<file path="src/rtl/nmi_pkg.sv">
// Shared NMI definitions: bus width defaults, strobe-width derivation and
// the copy-engine FSM state encoding.
package nmi_pkg;

  localparam int unsigned NMI_ADDR_WIDTH = 32;
  localparam int unsigned NMI_DATA_WIDTH = 32;
  localparam int unsigned NMI_LEN_WIDTH  = 16;

  // One strobe bit per (possibly partial) byte lane
  function automatic int unsigned nmi_wstrb_width(input int unsigned data_width);
    return (data_width - 1) / 8 + 1;
  endfunction

  typedef enum logic [1:0] {
    ST_IDLE = 2'd0,
    ST_RD   = 2'd1,
    ST_WR   = 2'd2,
    ST_DONE = 2'd3
  } nmi_copy_state_e;

endpackage

</file>
<file path="src/rtl/nmi_copy_engine.sv">
// NMI initiator that copies len words from src_addr to dst_addr, one read then
// one write per word. Optional NMI_COPY_FILL_EN adds a write-only fill mode.
module nmi_copy_engine
  import nmi_pkg::*;
#(
  parameter int unsigned ADDR_WIDTH  = NMI_ADDR_WIDTH,
  parameter int unsigned DATA_WIDTH  = NMI_DATA_WIDTH,
  parameter int unsigned LEN_WIDTH   = NMI_LEN_WIDTH,
  parameter int unsigned WSTRB_WIDTH = nmi_wstrb_width(DATA_WIDTH)
) (
  input  logic                   clk,
  input  logic                   rst,
`ifdef NMI_COPY_FILL_EN
  input  logic                   fill_mode,
  input  logic [DATA_WIDTH-1:0]  fill_data,
`endif
  input  logic                   start,
  input  logic [ADDR_WIDTH-1:0]  src_addr,
  input  logic [ADDR_WIDTH-1:0]  dst_addr,
  input  logic [LEN_WIDTH-1:0]   len,
  output logic                   busy,
  output logic                   done,
  output logic                   m_mem_valid,
  output logic                   m_mem_instr,
  input  logic                   m_mem_ready,
  output logic [ADDR_WIDTH-1:0]  m_mem_addr,
  output logic [DATA_WIDTH-1:0]  m_mem_wdata,
  output logic [WSTRB_WIDTH-1:0] m_mem_wstrb,
  input  logic [DATA_WIDTH-1:0]  m_mem_rdata
);

  localparam logic [ADDR_WIDTH-1:0] WORD_MASK = ~ADDR_WIDTH'(3);

  nmi_copy_state_e       state_q, state_d;
  logic [LEN_WIDTH-1:0]  idx_q, idx_d;
  logic [LEN_WIDTH-1:0]  len_q, len_d;
  logic [ADDR_WIDTH-1:0] src_q, src_d;
  logic [ADDR_WIDTH-1:0] dst_q, dst_d;
  logic                  fill_q, fill_d;

  logic                   valid_d;
  logic                   busy_d;
  logic                   done_d;
  logic [ADDR_WIDTH-1:0]  addr_d;
  logic [DATA_WIDTH-1:0]  wdata_d;
  logic [WSTRB_WIDTH-1:0] wstrb_d;

  logic                  hs_c;
  logic                  fill_req_c;
  logic [DATA_WIDTH-1:0] fill_word_c;

`ifdef NMI_COPY_FILL_EN
  assign fill_req_c  = fill_mode;
  assign fill_word_c = fill_data;
`else
  assign fill_req_c  = 1'b0;
  assign fill_word_c = '0;
`endif

  assign hs_c        = m_mem_valid && m_mem_ready;
  assign m_mem_instr = 1'b0;

  // Next-state, command capture and next registered-output values.
  // m_mem_wdata doubles as the read-data buffer between RD and WR.
  always_comb begin
    state_d = state_q;
    idx_d   = idx_q;
    len_d   = len_q;
    src_d   = src_q;
    dst_d   = dst_q;
    fill_d  = fill_q;
    wdata_d = m_mem_wdata;
    addr_d  = m_mem_addr;

    unique case (state_q)
      ST_IDLE: begin
        if (start) begin
          src_d  = src_addr;
          dst_d  = dst_addr;
          len_d  = len;
          idx_d  = '0;
          fill_d = fill_req_c;
          if (len == '0) begin
            state_d = ST_DONE;
          end else if (fill_req_c) begin
            wdata_d = fill_word_c;
            state_d = ST_WR;
          end else begin
            state_d = ST_RD;
          end
        end
      end
      ST_RD: begin
        if (hs_c) begin
          wdata_d = m_mem_rdata;
          state_d = ST_WR;
        end
      end
      ST_WR: begin
        if (hs_c) begin
          if (idx_q == len_q - LEN_WIDTH'(1)) begin
            state_d = ST_DONE;
          end else begin
            idx_d   = idx_q + LEN_WIDTH'(1);
            state_d = fill_q ? ST_WR : ST_RD;
          end
        end
      end
      ST_DONE: state_d = ST_IDLE;
      default: state_d = ST_IDLE;
    endcase

    valid_d = (state_d == ST_RD) || (state_d == ST_WR);
    busy_d  = (state_d != ST_IDLE);
    done_d  = (state_d == ST_DONE);
    wstrb_d = (state_d == ST_WR) ? {WSTRB_WIDTH{1'b1}} : '0;

    // Address wraps modulo 2^ADDR_WIDTH by plain truncating addition
    if (state_d == ST_RD) begin
      addr_d = (src_d & WORD_MASK) + (ADDR_WIDTH'(idx_d) << 2);
    end else if (state_d == ST_WR) begin
      addr_d = (dst_d & WORD_MASK) + (ADDR_WIDTH'(idx_d) << 2);
    end
  end

  // State, command registers and registered NMI outputs
  always_ff @(posedge clk or posedge rst) begin
    if (rst) begin
      state_q     <= ST_IDLE;
      idx_q       <= '0;
      len_q       <= '0;
      src_q       <= '0;
      dst_q       <= '0;
      fill_q      <= 1'b0;
      busy        <= 1'b0;
      done        <= 1'b0;
      m_mem_valid <= 1'b0;
      m_mem_addr  <= '0;
      m_mem_wdata <= '0;
      m_mem_wstrb <= '0;
    end else begin
      state_q     <= state_d;
      idx_q       <= idx_d;
      len_q       <= len_d;
      src_q       <= src_d;
      dst_q       <= dst_d;
      fill_q      <= fill_d;
      busy        <= busy_d;
      done        <= done_d;
      m_mem_valid <= valid_d;
      m_mem_addr  <= addr_d;
      m_mem_wdata <= wdata_d;
      m_mem_wstrb <= wstrb_d;
    end
  end

endmodule
</file>
<file path="config.mk">
export PLATFORM = sky130hd
export DESIGN_NAME = nmi_copy_engine
export DESIGN_NICKNAME = d
export VERILOG_FILES = /design/src/rtl/nmi_pkg.sv /design/src/rtl/nmi_copy_engine.sv
export SDC_FILE = /design/constraint.sdc
export NUM_CORES = 1
export LEC_CHECK = 0
export CAP_MARGIN = 40
export CORE_MARGIN = 2
export CORE_UTILIZATION = 52
export CTS_CLUSTER_SIZE = 25
export DETAILED_ROUTE_END_ITERATION = 12
export HOLD_SLACK_MARGIN = 0.08
export PLACE_DENSITY = 0.85
export SLEW_MARGIN = 20
export SYNTH_ARGS = -nofsm -noshare
export SYNTH_HDL_FRONTEND = slang
export SYNTH_SLANG_ARGS = --single-unit
</file>
<file path="constraint.sdc">
create_clock -name clk -period 6.49 [get_ports clk]
set_input_delay 0.649 -clock clk [delete_from_list [all_inputs] [get_ports clk]]
set_output_delay 0.649 -clock clk [all_outputs]
set_load 0.02 [all_outputs]
</file>
# Yosys cells after proc, flatten, opt, wreduce, memory -nomap -nowiden
# Cells that the tools add are included.
# W data, S select, Z words.
# classes
add_sub_neg,4
eq_ne,7
mux,17
n_reduce_logical,8
# op_table
op,n
$mux W32,6
$add A32 B18 Y32,2
$mux W16,3
$pmux W16 S2,1
$add A16 B1 Y16 const B,1
$eq A16 B16 Y1,1
$logic_not A16 Y1,1
$sub A16 B1 Y16 const B,1
$mux W2,5
$eq A2 B2 Y1 const B,4
$pmux W2 S4,1
$eq A2 B1 Y1 const B,2
$mux W4,1
$reduce_and A2 Y1,2
$reduce_bool A2 Y1,2
$logic_not A2 Y1,1
$logic_and A1 B1 Y1,1
$logic_or A1 B1 Y1,1
# word_totals
regBits,169
in_bits,116
output_inout_bits,72
elab_cells,49

# Longest topological paths before layout
# Gate-level depths: netlist of run 1.
# logic_depth
ltp_word,8
ltp_mapped,23

# Worst setup path after synthesis of run 1
# OpenSTA, ideal clock, no wires.
# synth_path
kind,flip-flop to flip-flop
start,register len_q[3]
end,register m_mem_addr[28]
setup_time_ns,0.131
arrival_time_ns,5.692
path_slack_ns,0.667
stages_incl_launch_ff,23
n_path_buf,5
period_less_slack_ns,5.823
path_cell_list,dfrtp_1 > buf_6 > or4_4 > nor4_1 > xnor2_1 > a211oi_2 > and4_1 > buf_6 > nor2_2 > o211a_1 > ha_1 > clkbuf_1 > clkbuf_1 > clkbuf_1 > mux2_2 > ha_1 > a21oi_1 > nor2b_1 > o311ai_0 > a311o_1 > nand2_1 > and4b_1 > or3_1
# synth_via
elab_chain_len,8
# synth_lines
item,line,text
from (decl),nmi_copy_engine.sv:36,"logic [LEN_WIDTH-1:0] len_q, len_d;"
from (signal assigned),nmi_copy_engine.sv:144,len_q <= len_d;
$sub A16 B1 Y16 (*),nmi_copy_engine.sv:101,if (idx_q == len_q - LEN_WIDTH'(1)) begin
$eq A16 B16 Y1 (*),nmi_copy_engine.sv:101,
$mux W16,nmi_copy_engine.sv:101,
$mux W16,nmi_copy_engine.sv:100,if (hs_c) begin
$pmux W16 S2,nmi_copy_engine.sv:75,unique case (state_q)
$add A32 B18 Y32,nmi_copy_engine.sv:122,addr_d = (dst_d & WORD_MASK) + (ADDR_WIDTH'(idx_d) << 2);
$mux W32,nmi_copy_engine.sv:121,end else if (state_d == ST_WR) begin
$mux W32,nmi_copy_engine.sv:119,if (state_d == ST_RD) begin
to (signal assigned),nmi_copy_engine.sv:151,m_mem_addr <= addr_d;
to (decl),nmi_copy_engine.sv:26,"output logic [ADDR_WIDTH-1:0] m_mem_addr,"
# Mark *: on every way between the ends. The rest lies on a longest branch, timed or not. The select of a mux whose other input is x is not followed.
# A chain may end at the register's enable or synchronous reset.

# Worst setup path in the final report of run 1
# layout_path
start,register len_q[9]
end,register m_mem_addr[28]
# Same word-level chain as after synthesis.

==> results_dict.tcl, run 1 <==
set metrics [dict create \
    fin_crit_ps 6170 \
    die_y_um 133 \
    antenna_cells 0 \
    grt_max_degree 84 \
    portBuffers 180 \
    vdd_drop_max_mv 0.274 \
    synth_cell_types 68 \
    final_cells 1281 \
    antenna_found_initial 0 \
    postCtsHoldBufs 0 \
    critPathTopFamily "simple AND/OR/NAND/NOR gates" \
    gp_congestion 0.911 \
    worstHoldPathType "reg2reg" \
    power_density_nw_per_um2 522 \
    yosysTopAreaCellShare_pct 46.1 \
    ys_seq_elements 160 \
    p_leak_nw 5.03 \
    drv_slew 0 \
    async_reset_ff_share_pct 100 \
    grt_setup_unrepaired "false" \
    drv_cap 0 \
    ant_nets 0 \
    clkPwrFrac_pct 16.9 \
    p_int_mw 3.49 \
    routed-via-count 7064 \
    synth_flop_cell "dfrtp_1" \
    initial_core_util_pct 52.7 \
    power.share.sequential_pct 29.8 \
    top_layer "met4" \
    fin_util_pct 68.4 \
    final_cell_mix "nand2_1, clkdlybuf4s50_1, dfrtp_1, mux2_2, nor2_1" \
    drive_gt1_share_pct 11.8 \
    yosys_warnings 0 \
    arrival_ps 6470 \
    cp-end-kind "flip-flop" \
    min-delay-start "dst_q[27]$_DFF_PP0_" \
    cpPeakStageDelay_ps 600 \
    wl_met1_um 8910 \
    syn_inst 880 \
    hold_slack_ps 468 \
    die_x_um 133 \
    cts.sinks 160 \
    maxSlewHeadroom_pct 45.3 \
    reg2reg_slack_ps 320 \
    hold_depth 2 \
    crit_chain "or4_4, or3_1, a211o_1, a211oi_2, and4_1, nor2_2, o211a_1, ha_1, mux2_2, ha_1, fa_1, a211oi_1, nor3_1, o2111ai_1, a311o_1, nand2_1, and4b_1, or3_1" \
    grt-ovfl-total 0 \
    max_freq_mhz 162 \
    syn-cell-area_um2 8680 \
    switching_share_pct 40.7 \
    r2r_cells 18 \
    coreArea_um2 16500 \
    routed_wl_um 21300 \
    pre_cts_slack_ps 367 \
    avgSynthCellArea_um2 9.87 \
    synth_area_leaders "dfrtp_1, nand2_1, mux2_2" \
    dr_wl_met3_um 1430 \
    dp.cells 1249 \
    rr_startpoint "len_q[9]$_DFFE_PP0P_" \
    setup_viol_count_final 0 \
    required_ps 6790 \
    hold_viol 0 \
    skew_ps 8.15 \
    grt_util_all_layers_pct 24.5 \
    synth_edf_count 0 \
    nets 1187 \
    clock_path_buffers 2 \
    worstMarginPinSlew_ps 817 \
    num_rows 47 \
    post_cts_buffers 0 \
    cts_max_level 4 \
    r2r_end "m_mem_addr[28]$_DFFE_PP0P_" \
    critPathKind "reg2reg" \
    cpMaxStageDelayCell "or4_4" \
    finalWorstSetupSlack_ps 319 \
    clkTransAtPathRegs_ps 60 \
    routed_wire_length_per_instance_um 16.6 \
    critPathBufInv 0 \
    first_pass_iters 5 \
    ioPinCount 188 \
    syn_to_final_growth_pct 29.7 \
    via_per_inst 5.51 \
    die_area_um2 17700 \
    cts_buffers 17 \
    crit_fanout 12 \
    grt_first_pass_wirelength_um 34500 \
    mostFrequentLayoutCell "nand2_1" \
    first_iter_violations 411 \
    grt_pass1_vias 7063 \
    status "finished, final reports clean" \
    setup_tns_ps 0 \
    fill_cells 1261 \
    pwr-share-comb_pct 53.3 \
    clk_latency_ps 420 \
    start_kind "flip-flop" \
    wl_met2_um 10400 \
    power.switching_mw 2.39 \
    drc 0 \
    cts-root-buf "clkbuf_16" \
    whs_endpoint "dst_q[27]$_DFF_PP0_" \
    yosys.area.top_type "dfrtp_1" \
    cts-resized-gates 0 \
    cts_tree "built" \
    ys_seq_area_share_pct 46.1 \
    finalCritPeriodShare_pct 95.1 \
    dp_hpwl_um 15400 \
]
power groups by stage:
stage / combinational, mW / clock [mW] / sequential [mW]
2_1_floorplan: 1.95 / 0 / 1.93
3_3_place_gp: 3.01 / 0 / 1.74
3_5_place_dp: 3.11 / 0 / 1.76
4_1_cts: 3.14 / 1.02 / 1.75
5_1_grt: 3.42 / 1.06 / 1.80
6_report: 3.13 / 0.994 / 1.75
sequential cells by signal, indices dropped and copies added (netlist names), 2 cells and up:
| name | flops |
|---|---|
| dst_q | 30 |
| idx_q | 16 |
| len_q | 16 |
| m_mem_addr | 30 |
| m_mem_wdata | 32 |
| src_q | 30 |
| state_q | 2 |
layout make-up:
cell class / instances / area, µm² / share of cell area, %
tap: 220 / 275 / 2.44
multi-input combinational: 652 / 4370 / 38.8
clock buffer: 23 / 498 / 4.42
timing repair buffer: 193 / 1920 / 17.0
inverter: 24 / 95.1 / 0.845
sequential: 160 / 4000 / 35.6
clock inverter: 9 / 95.1 / 0.845
cell families (layout without fill, tap and decap cells):
group	Yosys count	in the layout	synth area share (%)
buffers and inverters	70	249	3.65
other	1	3	0.0432
AOI/OAI and AO/OA	115	115	9.34
adders and majority gates	23	23	3.40
xor gates and xnor gates	32	32	3.23
and+or+nand+nor	384	384	20.0
muxes	95	95	14.2
DFF	160	160	46.1
per-stage QoR:
step | power [mW] | instance area, µm²
floorplan | 3.87 | 8690
global placement | 4.75 | 10600
detailed placement | 4.88 | 10700
CTS | 5.91 | 11300
global route | 6.28 | 11300
finish | 5.88 | 11300
routing by layer:
layer,track usage [%],vias up
met5,0,-
met4,9.75,0
met3,6.58,43
met2,41.3,223
met1,30.3,3395
li1,-,3403
Yosys cell counts, types with 2 or more instances:
cell / n
xnor2_1: 25
nand4_1: 11
a21o_1: 8
inv_1: 24
buf_6: 4
o31ai_1: 5
o221ai_1: 5
nand4b_1: 3
a211oi_1: 3
nor3_1: 15
and3_1: 5
buf_1: 2
dfrtp_1: 160
a31oi_1: 4
a21boi_0: 5
a32oi_1: 2
or3_1: 8
mux4_2: 3
o211ai_1: 9
mux2_2: 65
o21a_1: 9
nor4_1: 9
nor2b_1: 3
o211a_1: 2
o311ai_0: 2
o31a_1: 2
nand2b_1: 3
mux4_1: 10
nor2_1: 36
o22ai_1: 2
a21oi_1: 23
buf_4: 6
nand3_1: 22
clkbuf_1: 33
a211o_1: 3
nor4_4: 2
and2_1: 9
nand2_1: 245
ha_1: 22
a2111o_1: 4
mux2i_1: 17
o21ai_0: 16
xor2_1: 7
or4_4: 3
worst min-delay path, cell delays in order, from the launching register on:
cell	delay, ps
dfrtp_1	330
nand2_1	50
nand2_1	50
how the worst max path moves through the flow:
stage / startpoint / end / slack (ps) / cells after the start
after global placement: len_q[9]$_DFFE_PP0P_ / m_mem_addr[28]$_DFFE_PP0P_ / 560 / 18
final: len_q[9]$_DFFE_PP0P_ / m_mem_addr[28]$_DFFE_PP0P_ / 320 / 18
after floorplan: len_q[3]$_DFFE_PP0P_ / m_mem_addr[28]$_DFFE_PP0P_ / 670 / 22
after global routing: len_q[9]$_DFFE_PP0P_ / m_mem_addr[28]$_DFFE_PP0P_ / 10 / 18
after detailed placement: len_q[9]$_DFFE_PP0P_ / m_mem_addr[28]$_DFFE_PP0P_ / 370 / 18
after CTS: len_q[9]$_DFFE_PP0P_ / m_mem_addr[28]$_DFFE_PP0P_ / 350 / 18
No activity file was read; power rests on OpenSTA's default activity.
==> run 2: changes to the inputs <==
--- a/config.mk
+++ b/config.mk
@@ -6,12 +6,12 @@
 export NUM_CORES = 1
 export LEC_CHECK = 0
 export CAP_MARGIN = 40
-export CORE_MARGIN = 2
-export CORE_UTILIZATION = 52
-export CTS_CLUSTER_SIZE = 25
+export CORE_MARGIN = 3
+export CORE_UTILIZATION = 50
+export CTS_CLUSTER_SIZE = 10
 export DETAILED_ROUTE_END_ITERATION = 12
 export HOLD_SLACK_MARGIN = 0.08
-export PLACE_DENSITY = 0.85
+export PLACE_DENSITY = 0.82
 export SLEW_MARGIN = 20
 export SYNTH_ARGS = -nofsm -noshare
 export SYNTH_HDL_FRONTEND = slang
==> run 2 against run 1 <==
Compared with the run above: cell area is essentially flat; total power fell by 0.56%; combinational power barely moved; final cell count is essentially flat; critical path depth is 1 lower; clock skew about the same; clock-buffer cell count decreased by 2; first-iteration DRC count increased by 14%; critical endpoint unchanged; highest routed layer unchanged.
==> results_dict.tcl, run 2 (synthesis results as in run 1) <==
set metrics [dict create \
    setup_viol_count_final 0 \
    grt_setup_unrepaired "false" \
    routed-via-count 7099 \
    crit_chain "or4_4, or3_1, a211o_1, a211oi_2, and4_1, nor2_2, o211a_1, ha_1, buf_4, mux2_2, ha_1, nor2b_1, o311ai_0, a311o_1, nand2_1, and4b_1, or3_1" \
    dp_hpwl_um 15700 \
    arrival_ps 6430 \
    finalCritPeriodShare_pct 94.6 \
    antenna_found_initial 0 \
    worstMarginPinSlew_ps 816 \
    grt_first_pass_wirelength_um 34500 \
    worstHoldPathType "reg2reg" \
    drive_gt1_share_pct 11.6 \
    p_int_mw 3.49 \
    portBuffers 180 \
    first_iter_violations 467 \
    final_cell_mix "nand2_1, clkdlybuf4s50_1, dfrtp_1, mux2_2, nor2_1" \
    design_area_um2 11300 \
    postCtsHoldBufs 0 \
    cts_buffers 17 \
    hold_slack_ps 464 \
    syn_to_final_growth_pct 29.8 \
    clock_path_buffers 2 \
    grt_util_all_layers_pct 23.0 \
    mostFrequentLayoutCell "nand2_1" \
    switching_share_pct 40.4 \
    num_rows 47 \
    antenna_cells 0 \
    fill_cells 1315 \
    cts.sinks 160 \
    grt_max_degree 87 \
    cts-root-buf "clkbuf_16" \
    critPathKind "reg2reg" \
    maxSlewHeadroom_pct 45.5 \
    cts_max_level 4 \
    status "finished, final reports clean" \
    critPathTopFamily "simple AND/OR/NAND/NOR gates" \
    skew_ps 8.15 \
    required_ps 6790 \
    pre_cts_slack_ps 392 \
    gp_congestion 0.906 \
    cts_tree "built" \
    p_leak_nw 5.04 \
    largest-register "m_mem_wdata" \
    final_cells 1280 \
    power.share.sequential_pct 30.0 \
    max_freq_mhz 163 \
    power_density_nw_per_um2 519 \
    critPathBufInv 1 \
    routed_wl_um 21400 \
    die_y_um 138 \
    clkPwrFrac_pct 16.6 \
    cpPeakStageDelay_ps 600 \
    ant_nets 0 \
    clk_latency_ps 420 \
    pwr-share-comb_pct 53.3 \
    first_pass_iters 5 \
    cp-end-kind "flip-flop" \
    start_kind "flip-flop" \
    nets 1188 \
    post_cts_buffers 0 \
    drv_slew 0 \
    largest_register_ffs 32 \
    fin_crit_ps 6140 \
    power.switching_mw 2.36 \
    coreArea_um2 16800 \
    ioPinCount 188 \
    finalWorstSetupSlack_ps 353 \
    cts-resized-gates 0 \
    grt_pass1_vias 7033 \
    place_area_um2 10700 \
    routed_wire_length_per_instance_um 16.7 \
    drc 0 \
    clkTransAtPathRegs_ps 60 \
    drv_cap 0 \
    via_per_inst 5.55 \
    vdd_drop_max_mv 0.312 \
    cpMaxStageDelayCell "or4_4" \
    die_area_um2 19000 \
    crit_fanout 20 \
    initial_core_util_pct 51.6 \
    dp.cells 1249 \
    grt-ovfl-total 0 \
    setup_tns_ps 0 \
    die_x_um 138 \
    hold_viol 0 \
]
==> run 2: changes by cell type in the layout (fill, tap and decap cells not counted), moves of 2 or more <==
cell      change
buf_12        +2
clkbuf_8      -3
inv_6         -3
clkinv_2      +2
==> run 2: area by class of cell <==
type,count,area (µm²),share of cell area (%)
multi-input cells,652,4370,38.8
flip-flops and latches,160,4000,35.5
repair buffers,194,1950,17.3
clock buffers,21,460,4.09
well taps,220,275,2.44
clock inverters,9,110,0.977
inverters,24,95.1,0.844
==> run 2: stage by stage <==
step | total power [mW] | util (%)
finish | 5.85 | 67.0
global route | 6.27 | 67.0
CTS | 5.88 | 66.8
detailed placement | 4.88 | 63.5
global placement | 4.76 | 63.2
floorplan | 3.87 | -
==> run 2: path summary, 6_finish.rpt <==
kind,depth (start not counted),to,start,slack (ps)
max in group asynchronous,5,idx_q[9]$_DFF_PP0_,rst,4610
worst min register to register,2,dst_q[5]$_DFF_PP0_,dst_q[5]$_DFF_PP0_,460
worst max-delay path,17,m_mem_addr[28]$_DFFE_PP0P_,len_q[9]$_DFFE_PP0P_,350
worst min-delay path,2,dst_q[5]$_DFF_PP0_,dst_q[5]$_DFF_PP0_,460
worst max register to register,17,m_mem_addr[28]$_DFFE_PP0P_,len_q[9]$_DFFE_PP0P_,350
min in group asynchronous,2,m_mem_wdata[2]$_DFFE_PP0P_,rst,510
==> run 2: worst reg2reg max path: cells and delay by family, from the launching register on <==
kind            cells  cell delay (ps)
simple gates        8             2360
mux                 1              310
compound gates      5             1710
flops               1              470
fa+ha+maj           2              800
buf+inv             1              360
==> run 2: per-layer routing <==
layer  global-route usage, %  share of wire, %  vias up
met3                    5.77               6.3       27
li1                        -                 -     3411
met2                    39.7                50      217
met1                    28.8                42     3444
met5                       0                 0        -
met4                    6.53               1.6        0
==> run 2: power by group through the flow <==
stage          Sequential [mW]  Combinational, mW  Clock, mW
6_report                  1.76               3.12      0.971
5_1_grt                   1.81               3.43       1.03
4_1_cts                   1.76               3.14      0.985
3_5_place_dp              1.77               3.12          0
3_3_place_gp              1.74               3.02          0
2_1_floorplan             1.93               1.95          0
